==> config.mk <==
export PLATFORM = sky130hd
export DESIGN_NAME = seq_1001_frame_tx
export DESIGN_NICKNAME = d
export VERILOG_FILES = /design/src/rtl/seq_1001_frame_tx.sv
export SDC_FILE = /design/constraint.sdc
export NUM_CORES = 1
export LEC_CHECK = 0
export ABC_AREA = 1
export ABC_CLOCK_PERIOD_IN_PS = 1800
export CAP_MARGIN = 30
export CORE_ASPECT_RATIO = 0.7
export CORE_MARGIN = 2
export CORE_UTILIZATION = 30
export DETAILED_ROUTE_END_ITERATION = 10
export DONT_BUFFER_PORTS = 1
export GPL_TIMING_DRIVEN = 0
export PLACE_DENSITY_LB_ADDON = 0.15
export REMOVE_ABC_BUFFERS = 1
export SYNTH_ARGS = -nofsm -noshare
export SYNTH_HDL_FRONTEND = slang
export SYNTH_SLANG_ARGS = --single-unit
==> constraint.sdc <==
create_clock -name clk -period 1.8 [get_ports clk]
set_input_delay 0.27 -clock clk [delete_from_list [all_inputs] [get_ports clk]]
set_output_delay 0.27 -clock clk [all_outputs]
set_load 0.01 [all_outputs]
==> src/rtl/seq_1001_frame_tx.sv <==
// Serial frame transmitter: preamble 1001, then a stuffed MSB-first payload.
// Optional even-parity bit after the payload when FRAME_PARITY_EN is defined.
module seq_1001_frame_tx #(
  parameter int DATA_W = 8
) (
  input  logic              clk,
  input  logic              rst,
  input  logic              tx_valid,
  input  logic [DATA_W-1:0] tx_data,
  output logic              tx_ready,
  output logic              sout,
  output logic              busy,
  output logic              done
);

  localparam int CNT_W = $clog2(DATA_W + 1);
  localparam logic [3:0] PRE_PAT = 4'b1001;

`ifdef FRAME_PARITY_EN
  typedef enum logic [1:0] {IDLE, PRE, DATA, PAR} state_t;
`else
  typedef enum logic [1:0] {IDLE, PRE, DATA} state_t;
`endif

  state_t            state_reg, state_next;
  logic [1:0]        pre_idx_reg, pre_idx_next;
  logic [DATA_W-1:0] shift_reg, shift_next;
  logic [CNT_W-1:0]  cnt_reg, cnt_next;
  logic [2:0]        hist_reg, hist_next;
  logic              sout_reg, sout_next;
  logic              busy_reg, busy_next;
  logic              done_reg, done_next;
  logic              ready_reg, ready_next;
  logic              pre_bit;
  logic              data_bit;
`ifdef FRAME_PARITY_EN
  logic              par_reg, par_next;
`endif

  assign pre_bit  = PRE_PAT[2'd3 - pre_idx_reg];
  assign data_bit = shift_reg[DATA_W-1];

  always_comb begin
    state_next   = state_reg;
    pre_idx_next = pre_idx_reg;
    shift_next   = shift_reg;
    cnt_next     = cnt_reg;
    hist_next    = hist_reg;
    sout_next    = sout_reg;
    busy_next    = busy_reg;
    done_next    = 1'b0;
    ready_next   = ready_reg;
`ifdef FRAME_PARITY_EN
    par_next     = par_reg;
`endif
    case (state_reg)
      IDLE: begin
        // ready_reg is low in the cycle right after done, which forces one idle gap
        if (ready_reg && tx_valid) begin
          state_next   = PRE;
          shift_next   = tx_data;
          cnt_next     = CNT_W'(DATA_W);
          pre_idx_next = 2'd1;
          sout_next    = 1'b1;
          hist_next    = {hist_reg[1:0], 1'b1};
          busy_next    = 1'b1;
          ready_next   = 1'b0;
`ifdef FRAME_PARITY_EN
          par_next     = ^tx_data;
`endif
        end else begin
          sout_next  = 1'b0;
          busy_next  = 1'b0;
          ready_next = 1'b1;
          hist_next  = 3'b000;
        end
      end
      PRE: begin
        sout_next    = pre_bit;
        hist_next    = {hist_reg[1:0], pre_bit};
        pre_idx_next = pre_idx_reg + 2'd1;
        if (pre_idx_reg == 2'd3) state_next = DATA;
      end
      DATA: begin
        // A 1 after history 100 would recreate the marker, so insert a 0 first
        if (hist_reg == 3'b100 && data_bit) begin
          sout_next = 1'b0;
          hist_next = 3'b000;
        end else begin
          sout_next  = data_bit;
          hist_next  = {hist_reg[1:0], data_bit};
          shift_next = shift_reg << 1;
          cnt_next   = cnt_reg - CNT_W'(1);
          if (cnt_reg == CNT_W'(1)) begin
`ifdef FRAME_PARITY_EN
            state_next = PAR;
`else
            state_next = IDLE;
            done_next  = 1'b1;
`endif
          end
        end
      end
`ifdef FRAME_PARITY_EN
      PAR: begin
        if (hist_reg == 3'b100 && par_reg) begin
          sout_next = 1'b0;
          hist_next = 3'b000;
        end else begin
          sout_next  = par_reg;
          hist_next  = {hist_reg[1:0], par_reg};
          state_next = IDLE;
          done_next  = 1'b1;
        end
      end
`endif
      default: state_next = IDLE;
    endcase
  end

  always_ff @(posedge clk) begin
    if (!rst) begin
      state_reg   <= IDLE;
      pre_idx_reg <= 2'd0;
      shift_reg   <= '0;
      cnt_reg     <= '0;
      hist_reg    <= 3'b000;
      sout_reg    <= 1'b0;
      busy_reg    <= 1'b0;
      done_reg    <= 1'b0;
      ready_reg   <= 1'b1;
`ifdef FRAME_PARITY_EN
      par_reg     <= 1'b0;
`endif
    end else begin
      state_reg   <= state_next;
      pre_idx_reg <= pre_idx_next;
      shift_reg   <= shift_next;
      cnt_reg     <= cnt_next;
      hist_reg    <= hist_next;
      sout_reg    <= sout_next;
      busy_reg    <= busy_next;
      done_reg    <= done_next;
      ready_reg   <= ready_next;
`ifdef FRAME_PARITY_EN
      par_reg     <= par_next;
`endif
    end
  end

  assign tx_ready = ready_reg;
  assign sout     = sout_reg;
  assign busy     = busy_reg;
  assign done     = done_reg;

endmodule

==> results_dict.tcl <==
set metrics [dict create \
    via_per_inst 4.459 \
    post_cts_buffers 0 \
    clock.fmax_ghz 0.6119 \
    critPathLaunch "state_reg[0]$_SDFFE_PN0P_" \
    p_clk_share_pct 20.7 \
    fill_cells 422 \
    drt-initial-drc-count 36 \
    status "finished, final reports clean" \
    min_period_ps 1634 \
    netlist_area_sq_um 1200 \
    clockBufferDepth 2 \
    critical_path.endpoint "cnt_reg[1]$_SDFFE_PN0P_" \
    clock-root-buffer "clkbuf_8" \
    dp_hpwl_um 1828 \
    io_buffer_count 0 \
    power_switching_share_pct 41.69 \
    tns_ps 0 \
    numCtsBuffers 3 \
    synth_top_area_share_pct 36.70 \
    track_usage_pct 12.74 \
    relSlewSlack_pct 80.87 \
    powerDensity_nw_per_um2 1704 \
    coreArea_sq_um 3875 \
    dp_slack_ps -133.1 \
    num_antenna_cells 0 \
    tightestPinTransition_ps 286.6 \
    crit_required_ps 2010 \
    largest_register_ffs 8 \
    drt-total-wl_um 2545 \
    start_util_pct 30.97 \
    fin_skew_ps 6.986 \
    yosys.area.top_type "dfxtp_1" \
    syn_inst 172 \
    yosys_warnings 0 \
    area.growth.synth_to_final_pct 9.385 \
    power.share.sequential_pct 34.9 \
    firstDrtPassIters 4 \
    hold_violations 0 \
    vias 990 \
    row_count 19 \
    min-delay-path-class "in -> reg" \
    regToRegSetupSlack_ps 170 \
    finalSetupViolCount 0 \
    grt_pass1_wl_um 4319 \
    leakage_nw 0.5915 \
    dieArea_sq_um 4529 \
    antenna_found_initial 0 \
    report.final.slew_viol_count 0 \
    grt_max_degree 16 \
    timing.rr.end "cnt_reg[1]$_SDFFE_PN0P_" \
    crit_arrival_ps 1840 \
    criticalPathCategory "reg -> reg" \
    die_x_um 79.59 \
    gp_congestion 0.7507 \
    rr_worst_depth 10 \
    p_int_mw 1.304 \
    drive_gt1_share_pct 10.59 \
    crit_fanout 12 \
    worstSkewPairLatency_ps 270 \
    postCtsHoldBufs 0 \
    grt_pass1_vias 925 \
    worstSetupStartpointType "flop" \
    whs_ps 97.00 \
    multi_input_area_sq_um 658.1 \
    post_drt_wl_per_cell_um 11.46 \
    cts_tree "built" \
    syn_area_per_cell_sq_um 6.976 \
    final_nets 190 \
    p_comb_share_pct 44.3 \
    mostFrequentLayoutCell "nand2_1" \
    dp_cells 218 \
    peakVddDrop_mv 0.4528 \
    end_kind "flop" \
    fin_cells 222 \
    synth_cell_types 20 \
    grt.overflow.total 0 \
    ys_seq_elements 22 \
    final_core_util_pct 33.87 \
    ctsHtreeMaxLevel 1 \
    io_pins 15 \
    maxCapViolations 0 \
    drc 0 \
    r2r-start "state_reg[0]$_SDFFE_PN0P_" \
    fin_ws_ps 165.8 \
    rsz0062_at_grt "no" \
    layout_common_cells "49 x nand2_1, 26 x nor2_1, 22 x dfxtp_1, 18 x inv_1, 13 x o21ai_0" \
    synth.area.top_cells "dfxtp_1 37%, nand2_1 15%, ha_1 8.3%" \
    synth_seq_area_share_pct 36.70 \
    p_sw_uw 932.1 \
    drtAntennaViolNets 0 \
    ff_latch_area_sq_um 440.4 \
    clock-sinks 22 \
    fin_crit_sh_pct 90.79 \
    clkTransAtPathRegs_ps 80 \
    die_h_um 56.91 \
]
[worst max-delay path, stage by stage, from the launching register on]
cell	delay (ps)
dfxtp_1	340
inv_1	190
ha_4	270
nand2_1	70
inv_1	60
nand3_1	130
nand2_4	190
inv_4	100
nand2_1	80
nand2_1	60
nor2_1	70
[worst min-delay path by stage]
stage                     from                    end  cells past startpoint
after global placement     rst  tx_ready$_SDFFE_PN1N_                      1
after global routing       rst  tx_ready$_SDFFE_PN1N_                      1
after detailed placement   rst  tx_ready$_SDFFE_PN1N_                      1
after floorplan            rst  tx_ready$_SDFFE_PN1N_                      1
after CTS                  rst  tx_ready$_SDFFE_PN1N_                      1
final                      rst  tx_ready$_SDFFE_PN1N_                      1
[repair_timing]
item / in CTS / in global routing
gates cloned: 0 / 0
pin swaps: 0 / 1
resized for setup: 3 / 3
endpoints found under the setup margin: 11 / 9
[cells by family (layout without fill, tap and decap cells)]
group / after synthesis / in the layout / synth area share [%]
and+or+nand+nor: 88 / 88 / 30.14
buffers and inverters: 26 / 24 / 10.95
adders and majority gates: 8 / 8 / 8.342
AOI/OAI and AO/OA: 26 / 26 / 12.30
xor gates and xnor gates: 1 / 1 / 0.7301
muxes: 1 / 1 / 0.8342
DFF: 22 / 22 / 36.70
[power groups by stage]
stage | combinational [mW] | sequential, mW | clock, mW
2_1_floorplan | 0.740 | 0.758 | 0
3_3_place_gp | 0.902 | 0.780 | 0
3_5_place_dp | 0.928 | 0.788 | 0
4_1_cts | 0.952 | 0.781 | 0.481
5_1_grt | 1.15 | 0.804 | 0.497
6_report | 0.992 | 0.781 | 0.463
[routing by layer]
layer | vias to the layer above | wire length [um] | part of all wire (%) | GRT usage (%)
met4 | 0 | 59 | 2.3 | 6.404
met2 | 16 | 1067 | 42 | 18.49
met1 | 438 | 1257 | 49 | 15.96
met5 | - | 0 | 0 | 0
met3 | 6 | 161 | 6.3 | 5.788
li1 | 530 | - | - | -
[cells in the mapped netlist]
cell type,n
a21oi_1,8
a21oi_2,4
o211ai_1,1
nor2_1,26
mux2i_1,1
buf_6,4
nand3_1,6
nand2_1,49
ha_1,8
nand2_2,4
dfxtp_1,22
nor2_2,1
inv_2,2
nand4_1,1
nor4_2,1
xnor2_1,1
buf_4,1
clkbuf_1,1
o21ai_0,13
inv_1,18
[layout make-up]
cell class / instances / area share (%)
clock buffer: 3 / 3.146
clock inverter: 1 / 2.288
inverter: 20 / 5.910
multi-input combinational: 124 / 50.14
sequential: 22 / 33.56
tap: 52 / 4.957
[metrics by stage]
stage / total power [mW] / area, sq um
6_report: 2.236 / 1313
5_1_grt: 2.453 / 1313
4_1_cts: 2.214 / 1295
3_5_place_dp: 1.715 / 1209
3_3_place_gp: 1.682 / 1209
2_1_floorplan: 1.498 / 1144
(Power assumes the default switching activity.)
